<file path="src/rtl/position_sequencer_if.sv">
// Command channel of the position sequencer: valid/ready handshake carrying
// an opcode and a step count or load value.
interface position_sequencer_if #(
    parameter int WIDTH = 3
);
    logic             cmd_valid;
    logic             cmd_ready;
    logic [1:0]       cmd_op;
    logic [WIDTH-1:0] cmd_data;

    modport master (
        output cmd_valid,
        output cmd_op,
        output cmd_data,
        input  cmd_ready
    );

    modport slave (
        input  cmd_valid,
        input  cmd_op,
        input  cmd_data,
        output cmd_ready
    );
endinterface

</file>
<file path="src/rtl/position_sequencer.sv">
// Command-driven position register: HOLD/UP/DOWN/LOAD stepped one unit per clock
// through ripple-carry arithmetic, with a one-hot select for the position mux.
module position_sequencer #(
    parameter int WIDTH = 3
) (
    input  logic                 clk,
    input  logic                 rst_n,
    position_sequencer_if.slave  cmd,
    output logic [WIDTH-1:0]     pos,
    output logic [3:0]           sel,
    output logic                 busy,
    output logic                 done,
    output logic                 wrap
);

    typedef enum logic [1:0] {
        IDLE,
        EXEC,
        DONE
    } state_t;

    typedef enum logic [1:0] {
        OP_HOLD = 2'b00,
        OP_UP   = 2'b01,
        OP_DOWN = 2'b10,
        OP_LOAD = 2'b11
    } op_t;

    localparam logic [3:0] SEL_HOLD = 4'b0001;

    state_t           state;
    op_t              op_q;
    logic [WIDTH-1:0] cnt;
    logic [WIDTH-1:0] data_q;
    logic             ready_q;

    // Chain of full adders; the carry out of the top bit is returned as the MSB.
    function automatic logic [WIDTH:0] ripple_add(
        input logic [WIDTH-1:0] a,
        input logic [WIDTH-1:0] b,
        input logic             cin
    );
        logic             c;
        logic [WIDTH-1:0] s;
        c = cin;
        s = '0;
        for (int i = 0; i < WIDTH; i++) begin
            s[i] = a[i] ^ b[i] ^ c;
            c    = (a[i] & b[i]) | (c & (a[i] ^ b[i]));
        end
        return {c, s};
    endfunction

    function automatic logic [3:0] op_sel(input op_t op);
        logic [3:0] s;
        case (op)
            OP_UP:   s = 4'b0010;
            OP_DOWN: s = 4'b0100;
            OP_LOAD: s = 4'b1000;
            default: s = 4'b0001;
        endcase
        return s;
    endfunction

    logic [WIDTH-1:0] pos_inc;
    logic             inc_carry;
    logic [WIDTH-1:0] pos_dec;
    logic             dec_carry;
    logic [WIDTH-1:0] cnt_next;
    logic             cnt_carry_unused;

    // Decrement is addition of all-ones; a missing carry out means 0 went to all-ones.
    assign {inc_carry, pos_inc}         = ripple_add(pos, '0, 1'b1);
    assign {dec_carry, pos_dec}         = ripple_add(pos, '1, 1'b0);
    assign {cnt_carry_unused, cnt_next} = ripple_add(cnt, '1, 1'b0);

    assign cmd.cmd_ready = ready_q;

    always_ff @(posedge clk) begin
        if (state == IDLE && cmd.cmd_valid) begin
            data_q <= cmd.cmd_data;
        end
    end

    always_ff @(posedge clk or negedge rst_n) begin
        if (!rst_n) begin
            state   <= IDLE;
            op_q    <= OP_HOLD;
            cnt     <= '0;
            pos     <= '0;
            sel     <= SEL_HOLD;
            ready_q <= 1'b1;
            busy    <= 1'b0;
            done    <= 1'b0;
            wrap    <= 1'b0;
        end else begin
            case (state)
                IDLE: begin
                    if (cmd.cmd_valid) begin
                        op_q    <= op_t'(cmd.cmd_op);
                        wrap    <= 1'b0;
                        ready_q <= 1'b0;
                        busy    <= 1'b1;
                        // Zero-length moves finish without visiting EXEC.
                        if (op_t'(cmd.cmd_op) == OP_HOLD ||
                            (op_t'(cmd.cmd_op) != OP_LOAD && cmd.cmd_data == '0)) begin
                            state <= DONE;
                            done  <= 1'b1;
                            sel   <= SEL_HOLD;
                        end else begin
                            state <= EXEC;
                            sel   <= op_sel(op_t'(cmd.cmd_op));
                            cnt   <= (op_t'(cmd.cmd_op) == OP_LOAD) ? WIDTH'(1) : cmd.cmd_data;
                        end
                    end
                end
                EXEC: begin
                    case (op_q)
                        OP_UP: begin
                            pos  <= pos_inc;
                            wrap <= wrap | inc_carry;
                        end
                        OP_DOWN: begin
                            pos  <= pos_dec;
                            wrap <= wrap | ~dec_carry;
                        end
                        OP_LOAD: pos <= data_q;
                        default: ;
                    endcase
                    cnt <= cnt_next;
                    if (cnt == WIDTH'(1)) begin
                        state <= DONE;
                        done  <= 1'b1;
                        sel   <= SEL_HOLD;
                    end
                end
                DONE: begin
                    state   <= IDLE;
                    done    <= 1'b0;
                    busy    <= 1'b0;
                    ready_q <= 1'b1;
                end
                default: begin
                    state   <= IDLE;
                    done    <= 1'b0;
                    busy    <= 1'b0;
                    ready_q <= 1'b1;
                    sel     <= SEL_HOLD;
                end
            endcase
        end
    end

endmodule

</file>
<file path="src/flat_wrapper.sv">
// flat-port wrapper written by rule: the top's interface ports become plain ports
module position_sequencer_flat 
#(
    parameter int WIDTH = 3
)
  (clk, rst_n, pos, sel, busy, done, wrap, cmd_cmd_valid, cmd_cmd_op, cmd_cmd_data, cmd_cmd_ready);
  position_sequencer_if #(.WIDTH(WIDTH)) cmd_i ();
  input  logic clk;
  input  logic rst_n;
  output logic [WIDTH-1:0] pos;
  output logic [3:0] sel;
  output logic busy;
  output logic done;
  output logic wrap;
  input wire logic [$bits(cmd_i.cmd_valid)-1:0] cmd_cmd_valid;
  input wire logic [$bits(cmd_i.cmd_op)-1:0] cmd_cmd_op;
  input wire logic [$bits(cmd_i.cmd_data)-1:0] cmd_cmd_data;
  output wire logic [$bits(cmd_i.cmd_ready)-1:0] cmd_cmd_ready;
  assign cmd_i.cmd_valid = cmd_cmd_valid;
  assign cmd_i.cmd_op = cmd_cmd_op;
  assign cmd_i.cmd_data = cmd_cmd_data;
  assign cmd_cmd_ready = cmd_i.cmd_ready;
  position_sequencer #(.WIDTH(WIDTH)) u_core (.clk(clk), .rst_n(rst_n), .cmd(cmd_i), .pos(pos), .sel(sel), .busy(busy), .done(done), .wrap(wrap));
endmodule
</file>
<file path="config.mk">
export PLATFORM = sky130hd
export DESIGN_NAME = position_sequencer_flat
export DESIGN_NICKNAME = d
export VERILOG_FILES = /design/src/rtl/position_sequencer_if.sv /design/src/rtl/position_sequencer.sv /design/src/flat_wrapper.sv
export SDC_FILE = /design/constraint.sdc
export NUM_CORES = 1
export LEC_CHECK = 0
export BUFFER_PORTS_ARGS = -buffer_cell sky130_fd_sc_hd__buf_2
export CORE_MARGIN = 4
export CORE_UTILIZATION = 59
export DETAILED_ROUTE_END_ITERATION = 8
export PLACE_DENSITY = 0.86
export SYNTH_ARGS = -nofsm -noshare
export SYNTH_HDL_FRONTEND = slang
export SYNTH_SLANG_ARGS = --single-unit
</file>
<file path="constraint.sdc">
create_clock -name clk -period 2.7 [get_ports clk]
set_input_delay 0.135 -clock clk [delete_from_list [all_inputs] [get_ports clk]]
set_output_delay 0.135 -clock clk [all_outputs]
set_load 0.01 [all_outputs]
</file>
==> metrics.yaml, run 1 <==
status:
  status: "finished clean"
route:
  first_pass_iters: 4
  viasPerCell: 5.78
  num_vias: 907
  drcViolationCount: 0
  drt-wirelength-per-cell_um: 14.2
  initialDrtViolationCount: 28
  wl_um: 2230
  final_antenna_net_count: 0
timing:
  relSlewSlack_pct: 71.8
  tightest_slew_ns: 0.413
  rsz0062_at_grt: "no"
  finalHoldViolCount: 0
  tns_ns: 0
  drv_slew: 0
  min_period_ns: 1.63
  fmaxAchievable_mhz: 612
  fin_worst_skew_ns: 0.00597
  setup_viol: 0
  min_period_over_period_pct: 60.5
floorplan:
  io_pins: 19
  chipWidth_um: 52.3
  rows: 15
  coreArea_um2: 1800
  dieHeight_um: 52.3
  die_area_um2: 2740
  start_util_pct: 64.4
cells_and_area:
  area.sequential_um2: 543
  layout_common_cells: "buf_2 (18), dfrtp_1 (16), nor2_1 (12), inv_1 (9), a21oi_1 (9)"
  drive_gt1_share_pct: 22.7
  nFillCells: 150
  multi_input_comb_area_um2: 546
  antennaDiodeCount: 0
  areaGrowthSynthToFinish_pct: 10.5
  final_util_pct: 71.1
  fin_nets: 148
  layout_commonest_cell: "buf_2"
yosys:
  async_flop_share_pct: 85.7
  synth.distinct_cells: 38
  synth_area_per_cell_um2: 10.2
  ys_warn_count: 0
  syn-cell-area_um2: 1160
  synth-edff-count: 3
  yosysSeqAreaShare_pct: 46.8
  synth_cells: 114
  ys.flop_type: "dfrtp_1"
  syn_nets: 129
  ys_ff_latch: 21
clock_network:
  post-cts-setup-buffer-count: 0
  cts_sinks: 21
  cts_tree: "done"
  cts_resized: 0
  htreeDepth: 1
  max-clock-path-buffers: 2
  clkLatencyLatePin_ns: 0.31
  cts_root_buf: "clkbuf_4"
  clkSlewWorstSetupHoldPaths_ns: 0.11
  cts_inserted_buffers: 3
  hold_buffers: 1
worst_hold_path:
  hold_path.class: "in2reg"
critical_path:
  path_max_fanout: 7
  path_class: "reg2reg"
  startpoint_type: "flop"
  arrival_ns: 1.85
  critPathRequiredTime_ns: 2.92
  cp-end-kind: "flop"
placed_design:
  portBuffers: 18
  place_congestion: 0.749
  hpwlAfterDp_um: 1650
power_and_ir_drop:
  ir_drop_mv: 0.665
  p_leak_nw: 0.603
  powerDensity_nw_per_um2: 1120
grt:
  gr-total-overflow: 0
  grt_max_degree: 19
  antenna_found_initial: 0
  track_usage_pct: 18.9
  grt_pass1_vias: 886
  grt_pass1_wl_um: 3860
run:
  maxCapViolations: 0
[area by class of cell]
cell class,count,area share [%]
well taps,25,2.44
inverters,9,2.64
clock inverters,1,0.391
multi-input cells,79,42.6
flip-flops and latches,21,42.4
clock buffers,3,1.76
repair buffers,19,7.81
[flip-flops by register name, indices dropped and copies added, names as in the netlist]
signal	cells
u_core.sel	4
u_core.cnt	3
u_core.data_q	3
u_core.pos	3
u_core.op_q	2
u_core.state	2
u_core.busy	1
u_core.cmd.cmd_ready	1
u_core.done	1
u_core.wrap	1
[where the power goes]
part	switching, mW	leakage [nW]	internal [mW]	total [mW]
sequential	0.122	0.245	0.471	0.593
clock	0.0933	0.0177	0.0554	0.149
combinational	0.375	0.341	0.322	0.697
[through the flow]
step	setup WS, ns	std cells	area, um2	hold WS, ns	power [mW]
6_report	1.07	157	1280	0.0387	1.44
5_1_grt	0.932	157	1280	0.0220	1.57
4_1_cts	1.07	157	1280	0.0349	1.45
3_5_place_dp	1.09	152	1240	0.0865	1.29
3_3_place_gp	1.17	152	1240	0.0863	1.26
2_1_floorplan	1.21	114	1160	-0.161	1.12
[kinds of logic (layout without fill, tap and decap cells)]
family / Yosys count / after routing / synth area share [%]
AO/OA/AOI/OAI: 32 / 32 / 18.6
flip-flops: 21 / 21 / 46.8
adder cells (fa/ha/maj): 8 / 8 / 8.52
multiplexers: 3 / 3 / 2.70
AND/OR/NAND/NOR: 36 / 36 / 17.3
buffers and inverters: 14 / 32 / 6.15
[Yosys cell counts (2+ instances only)]
cell type  instances  area [um2]
dfrtp_1           16         400
nor2_1            12        45.0
a21oi_1            9        45.0
inv_1              9        33.8
ha_1               7        87.6
nand2_1            7        26.3
o21ai_0            5        25.0
a31oi_1            3        18.8
a32o_1             3        30.0
and2_1             3        18.8
buf_4              3        22.5
edfxtp_1           3        90.1
nor2b_1            3        18.8
a21o_1             2        15.0
dfstp_2            2        52.6
mux2i_1            2        20.0
nand2b_1           2        12.5
nor3_1             2        10.0
o21a_1             2        15.0
[path summary, 6_finish.rpt]
check                                     start               end  slack [ns]  cells after the start
worst max-delay path             u_core.op_q[0]     u_core.pos[1]        1.07                      6
worst min-delay path            cmd_cmd_data[0]  u_core.data_q[0]        0.04                      1
worst max register to register   u_core.op_q[0]     u_core.pos[1]        1.07                      6
worst min register to register    u_core.sel[0]     u_core.sel[0]        0.47                      2
max in group asynchronous                 rst_n     u_core.sel[0]        2.10                      2
min in group asynchronous                 rst_n     u_core.pos[1]        0.27                      2
[critical path, cell delays in order, from the launching register on]
cell and delay (ns):
dfrtp_1 0.37, inv_1 0.07, ha_1 0.24, nor3b_4 0.29, nand2_1 0.08, mux2_2 0.26, o311ai_1 0.23
[routing by layer]
metal  up-vias  GRT usage, %  share of wire [%]
met2        25          32.6                 52
met4         0          6.38                1.7
met3         5          3.42                4.8
met1       438          23.4                 41
met5         -             0                  0
li1        439             -                  -
No activity file was read; power rests on OpenSTA's default activity.
==> run 2, diff against run 1 <==
--- a/config.mk
+++ b/config.mk
@@ -7,9 +7,9 @@
 export LEC_CHECK = 0
 export BUFFER_PORTS_ARGS = -buffer_cell sky130_fd_sc_hd__buf_2
 export CORE_MARGIN = 4
-export CORE_UTILIZATION = 59
+export CORE_UTILIZATION = 54
 export DETAILED_ROUTE_END_ITERATION = 8
-export PLACE_DENSITY = 0.86
+export PLACE_DENSITY = 0.8
 export SYNTH_ARGS = -nofsm -noshare
 export SYNTH_HDL_FRONTEND = slang
 export SYNTH_SLANG_ARGS = --single-unit
==> constraint.sdc (replaced) <==
create_clock -name clk -period 1.7 [get_ports clk]
set_input_delay 0.085 -clock clk [delete_from_list [all_inputs] [get_ports clk]]
set_output_delay 0.085 -clock clk [all_outputs]
set_load 0.01 [all_outputs]
==> run 2 against run 1 <==
  * Worst hold slack worse by 0.0090 ns
  * Sequential power rose by 59%
  * Sequential share of layout area fell by 1.7 points
  * Power increased by 65%
  * Count of clock-buffer cells in the layout stayed put
  * Critical path type unchanged
  * Critical endpoint unchanged
  * Largest cell class unchanged
==> metrics.yaml, run 2 (synthesis gave the netlist of run 1 again) <==
route:
  initialDrtViolationCount: 20
  viasPerCell: 5.55
  drt-wirelength-per-cell_um: 14.5
  final_antenna_net_count: 0
  num_vias: 910
  wl_um: 2370
  first_pass_iters: 4
  drcViolationCount: 0
critical_path:
  reg2reg_depth: 7
  crit_cells: 7
  timing.rr.end: "u_core.pos[1]"
  startpoint_type: "flop"
  crit_buf_inv: 2
  max_stage_delay_ns: 0.40
  slowest_stage: "dfrtp_1"
  path_max_fanout: 5
  endpoint: "u_core.pos[1]"
  cp_top_family: "flip-flops"
  cp-end-kind: "flop"
  reg2reg_slack_ns: 0.11
  path_cells: "inv_1, ha_1, nor3b_4, buf_4, and2_1, o21ai_0, o311ai_2"
  crit_start: "u_core.op_q[0]"
  rr_startpoint: "u_core.op_q[0]"
  path_class: "reg2reg"
  arrival_ns: 1.77
  critPathRequiredTime_ns: 1.87
timing:
  fin_worst_skew_ns: 0.00423
  setup_viol: 0
  tightest_slew_ns: 0.413
  relSlewSlack_pct: 72.4
  fin_hold_ws_ns: 0.0297
  setup_slack_ns: 0.110
  drv_slew: 0
  fmaxAchievable_mhz: 629
  min_period_ns: 1.59
  finalHoldViolCount: 0
  min_period_over_period_pct: 93.6
  tns_ns: 0
cells_and_area:
  layout_commonest_cell: "buf_2"
  layout_common_cells: "buf_2 (18), dfrtp_1 (16), nor2_1 (12), inv_1 (9), a21oi_1 (9)"
  multi_input_comb_area_um2: 554
  fin_nets: 153
  layout.cells.non_filler: 164
  nFillCells: 173
  areaGrowthSynthToFinish_pct: 15.1
  largest_register: "u_core.sel"
  antennaDiodeCount: 0
  finalInstanceArea_um2: 1340
  final_util_pct: 66.7
  largest_reg_flops: 4
  area.sequential_um2: 543
  drive_gt1_share_pct: 24.8
clock_network:
  cts_sinks: 21
  cts_tree: "done"
  cts_inserted_buffers: 3
  htreeDepth: 1
  max-clock-path-buffers: 2
  clkSlewWorstSetupHoldPaths_ns: 0.11
  clkLatencyLatePin_ns: 0.30
  cts_root_buf: "clkbuf_4"
power_and_ir_drop:
  p_clk_share_pct: 9.8
  sw_frac_of_total_pct: 40.9
  total_power_mw: 2.38
  p_int_mw: 1.41
  ir_drop_mv: 1.13
  pwr-share-seq_pct: 39.8
  powerDensity_nw_per_um2: 1780
  p_leak_nw: 0.628
  p_comb_share_pct: 50.4
  p_sw_mw: 0.971
floorplan:
  io_pins: 19
  die_area_um2: 2950
  chipWidth_um: 54.3
  coreArea_um2: 2000
  start_util_pct: 57.9
  rows: 16
  dieHeight_um: 54.3
worst_hold_path:
  hp-start: "cmd_cmd_data[1]"
  hold_path.class: "in2reg"
  hold_depth: 1
run:
  maxCapViolations: 0
grt:
  grt_max_degree: 19
  grt_pass1_wl_um: 4170
  gr-total-overflow: 0
  grt_pass1_vias: 923
  track_usage_pct: 19.5
  antenna_found_initial: 0
placed_design:
  dp_slack_ns: 0.0571
  place_area_um2: 1260
  place_inst: 156
  hpwlAfterDp_um: 1740
  place_congestion: 0.776
  portBuffers: 18
status:
  status: "finished clean"
==> run 2: cell count changes in the layout (fill, tap and decap cells not counted), sizes merged <==
cell         delta
buf             +3
dlygate4sd3     +2
==> run 2: worst min path at each step <==
stage / endpoint / slack (ns)
after floorplan: u_core.busy / -0.21
after global placement: u_core.cnt[2] / 0.04
after detailed placement: u_core.pos[2] / 0.04
after CTS: u_core.data_q[2] / 0.01
after global routing: u_core.data_q[1] / 0.008
final: u_core.data_q[1] / 0.03
==> run 2: repair_timing <==
item                                    4_1_cts  5_1_grt
setup buffers                                 0        1
hold buffers                                  2        1
resized for setup                             0        2
hold endpoints to repair                     17        1
endpoints found under the setup margin        0        1
==> run 2: final cells by class <==
class	count	area share (%)
multi-input combinational	79	41.5
sequential	21	40.7
timing repair buffer	24	10.7
inverter	9	2.53
tap	27	2.53
clock buffer	3	1.69
clock inverter	1	0.375
==> run 2: metal layers <==
layer | part of all wire, % | GRT usage [%] | vias to the layer above | wire (um)
met5 | 0 | 0 | - | 0
met4 | 0.88 | 7.05 | 0 | 21
met3 | 3.8 | 4.09 | 4 | 91
met2 | 52 | 33.3 | 19 | 1230
met1 | 43 | 24.3 | 441 | 1030
li1 | - | - | 446 | -
==> run 2: power by group through the flow <==
stage                     Clock, mW  Sequential [mW]  Combinational, mW
after floorplan                   0            0.935              0.840
after global placement            0            0.934               1.09
after detailed placement          0            0.951               1.15
after CTS                     0.244            0.943               1.15
after global routing          0.266            0.985               1.37
final                         0.232            0.945               1.20
==> run 3, diff against run 2 <==
--- a/config.mk
+++ b/config.mk
@@ -9,7 +9,7 @@
 export CORE_MARGIN = 4
 export CORE_UTILIZATION = 54
 export DETAILED_ROUTE_END_ITERATION = 8
-export PLACE_DENSITY = 0.8
+export PLACE_DENSITY = 0.77
 export SYNTH_ARGS = -nofsm -noshare
 export SYNTH_HDL_FRONTEND = slang
 export SYNTH_SLANG_ARGS = --single-unit
==> run 3 against run 2 <==
  * Worst hold slack got worse by 0.017 ns
  * Register-to-register slack barely moved
  * Clock power grew 6%
  * Critical path type unchanged
  * Critical endpoint unchanged
==> metrics.yaml, run 3 (synthesis gave the netlist of run 1 again) <==
critical_path:
  critPathRequiredTime_ns: 1.90
  path_class: "reg2reg"
  startpoint_type: "flop"
  cp-end-kind: "flop"
  path_max_fanout: 4
  arrival_ns: 1.80
power_and_ir_drop:
  p_comb_share_pct: 50.4
  sw_frac_of_total_pct: 40.2
  p_sw_mw: 0.952
  p_clk_share_pct: 10.4
  ir_drop_mv: 1.01
  p_leak_nw: 0.633
  p_int_mw: 1.42
  pwr-share-seq_pct: 39.2
  powerDensity_nw_per_um2: 1770
  total_power_mw: 2.37
timing:
  fmaxAchievable_mhz: 628
  fin_worst_skew_ns: 0.00491
  rsz0062_at_grt: "no"
  tightest_slew_ns: 0.406
  fin_hold_ws_ns: 0.0129
  tns_ns: 0
  relSlewSlack_pct: 72.3
  setup_viol: 0
  min_period_ns: 1.59
  drv_slew: 0
  min_period_over_period_pct: 93.7
  finalHoldViolCount: 0
grt:
  grt_busiest_layer: "met2"
  gr-usage-met1_pct: 23.1
  antenna_found_initial: 0
  grt_pass1_vias: 884
  grt_util_met2_pct: 33.1
  grt_max_degree: 19
  gr-total-overflow: 0
  track_usage_pct: 18.8
  grt_pass1_wl_um: 3910
  grtUsageMet3_pct: 3.27
placed_design:
  place_congestion: 0.758
  portBuffers: 18
  place_area_um2: 1270
  place_inst: 157
  hpwlAfterDp_um: 1700
cells_and_area:
  largest_register: "u_core.sel"
  nFillCells: 173
  fin_nets: 155
  antennaDiodeCount: 0
  drive_gt1_share_pct: 25.2
  layout_commonest_cell: "buf_2"
  layout.cells.non_filler: 166
  areaGrowthSynthToFinish_pct: 15.6
  multi_input_comb_area_um2: 546
  area.sequential_um2: 544
  layout_common_cells: "buf_2 (18), dfrtp_1 (15), nor2_1 (12), inv_1 (9), a21oi_1 (9)"
  largest_reg_flops: 4
  finalInstanceArea_um2: 1340
floorplan:
  chipWidth_um: 54.3
  io_pins: 19
  die_area_um2: 2950
  coreArea_um2: 2000
  start_util_pct: 57.9
  dieHeight_um: 54.3
  rows: 16
route:
  initialDrtViolationCount: 13
  viasPerCell: 5.50
  drt-wirelength-per-cell_um: 14.0
  num_vias: 913
  first_pass_iters: 5
  final_antenna_net_count: 0
  drcViolationCount: 0
  wl_um: 2320
clock_network:
  cts_inserted_buffers: 3
  cts_tree: "done"
  cts_root_buf: "clkbuf_4"
  clkLatencyLatePin_ns: 0.31
  cts_sinks: 21
  htreeDepth: 1
  clkSlewWorstSetupHoldPaths_ns: 0.12
  max-clock-path-buffers: 2
run:
  maxCapViolations: 0
worst_hold_path:
  hold_path.class: "in2reg"
status:
  status: "finished clean"
run 3: cell count changes in the layout (fill, tap and decap cells not counted):
| cell | change |
|---|---|
| a2111oi_0 | +1 |
| a2111oi_1 | -1 |
| buf_4 | +2 |
| clkbuf_1 | +1 |
| clkinv_2 | -1 |
| dfrtp_1 | -1 |
| dfrtp_2 | +1 |
| o311ai_1 | +1 |
| o311ai_2 | -1 |
run 3: cell type report:
cell class                      instances  area share (%)
Inverter                                9            2.52
Clock buffer                            4            1.96
Multi-Input combinational cell         79            40.7
Timing Repair Buffer                   26            11.8
Tap cell                               27            2.52
Sequential cell                        21            40.6
run 3: layer usage:
metal / vias up / routed length, um
li1: 451 / -
met1: 441 / 1030
met2: 19 / 1180
met3: 2 / 104
met4: 0 / 13
met5: - / 0
run 3: stage by stage:
stage                     utilization [%]  setup WS (ns)
after floorplan                         -          0.213
after global placement               63.4          0.170
after detailed placement             63.4         0.0601
after CTS                            65.7         0.0351
after global routing                 67.0        0.00471
final                                67.0          0.107
run 3: final timing paths:
| path | start | endpoint | slack, ns | cells after the start |
|---|---|---|---|---|
| hold reg to reg | u_core.sel[0] | u_core.sel[0] | 0.47 | 2 |
| setup / recovery | u_core.op_q[1] | u_core.pos[1] | 0.11 | 6 |
| setup reg to reg | u_core.op_q[1] | u_core.pos[1] | 0.11 | 6 |
| hold / removal | cmd_cmd_data[1] | u_core.data_q[1] | 0.01 | 1 |
| max in group asynchronous | rst_n | u_core.sel[0] | 1.14 | 2 |
| min in group asynchronous | rst_n | u_core.cnt[1] | 0.23 | 2 |
run 3: power by group through the flow:
stage	sequential [mW]	combinational, mW	clock, mW
3_3_place_gp	0.923	1.12	0
3_5_place_dp	0.938	1.16	0
4_1_cts	0.928	1.17	0.252
2_1_floorplan	0.935	0.840	0
6_report	0.929	1.20	0.246
5_1_grt	0.964	1.35	0.268
run 3: worst max-delay path, stage by stage (launching register included):
cell and delay [ns]:
dfrtp_1 0.40, inv_1 0.07, ha_1 0.21, nor3b_4 0.24, nand2_1 0.08, mux2_2 0.26, o311ai_1 0.24
run 3: repair_timing:
item                                   CTS  global route
setup endpoints to repair                0             2
endpoints found under the hold margin   17             1
buffers inserted                         0             2
hold buffers                             2             1
resized for setup                        0             1
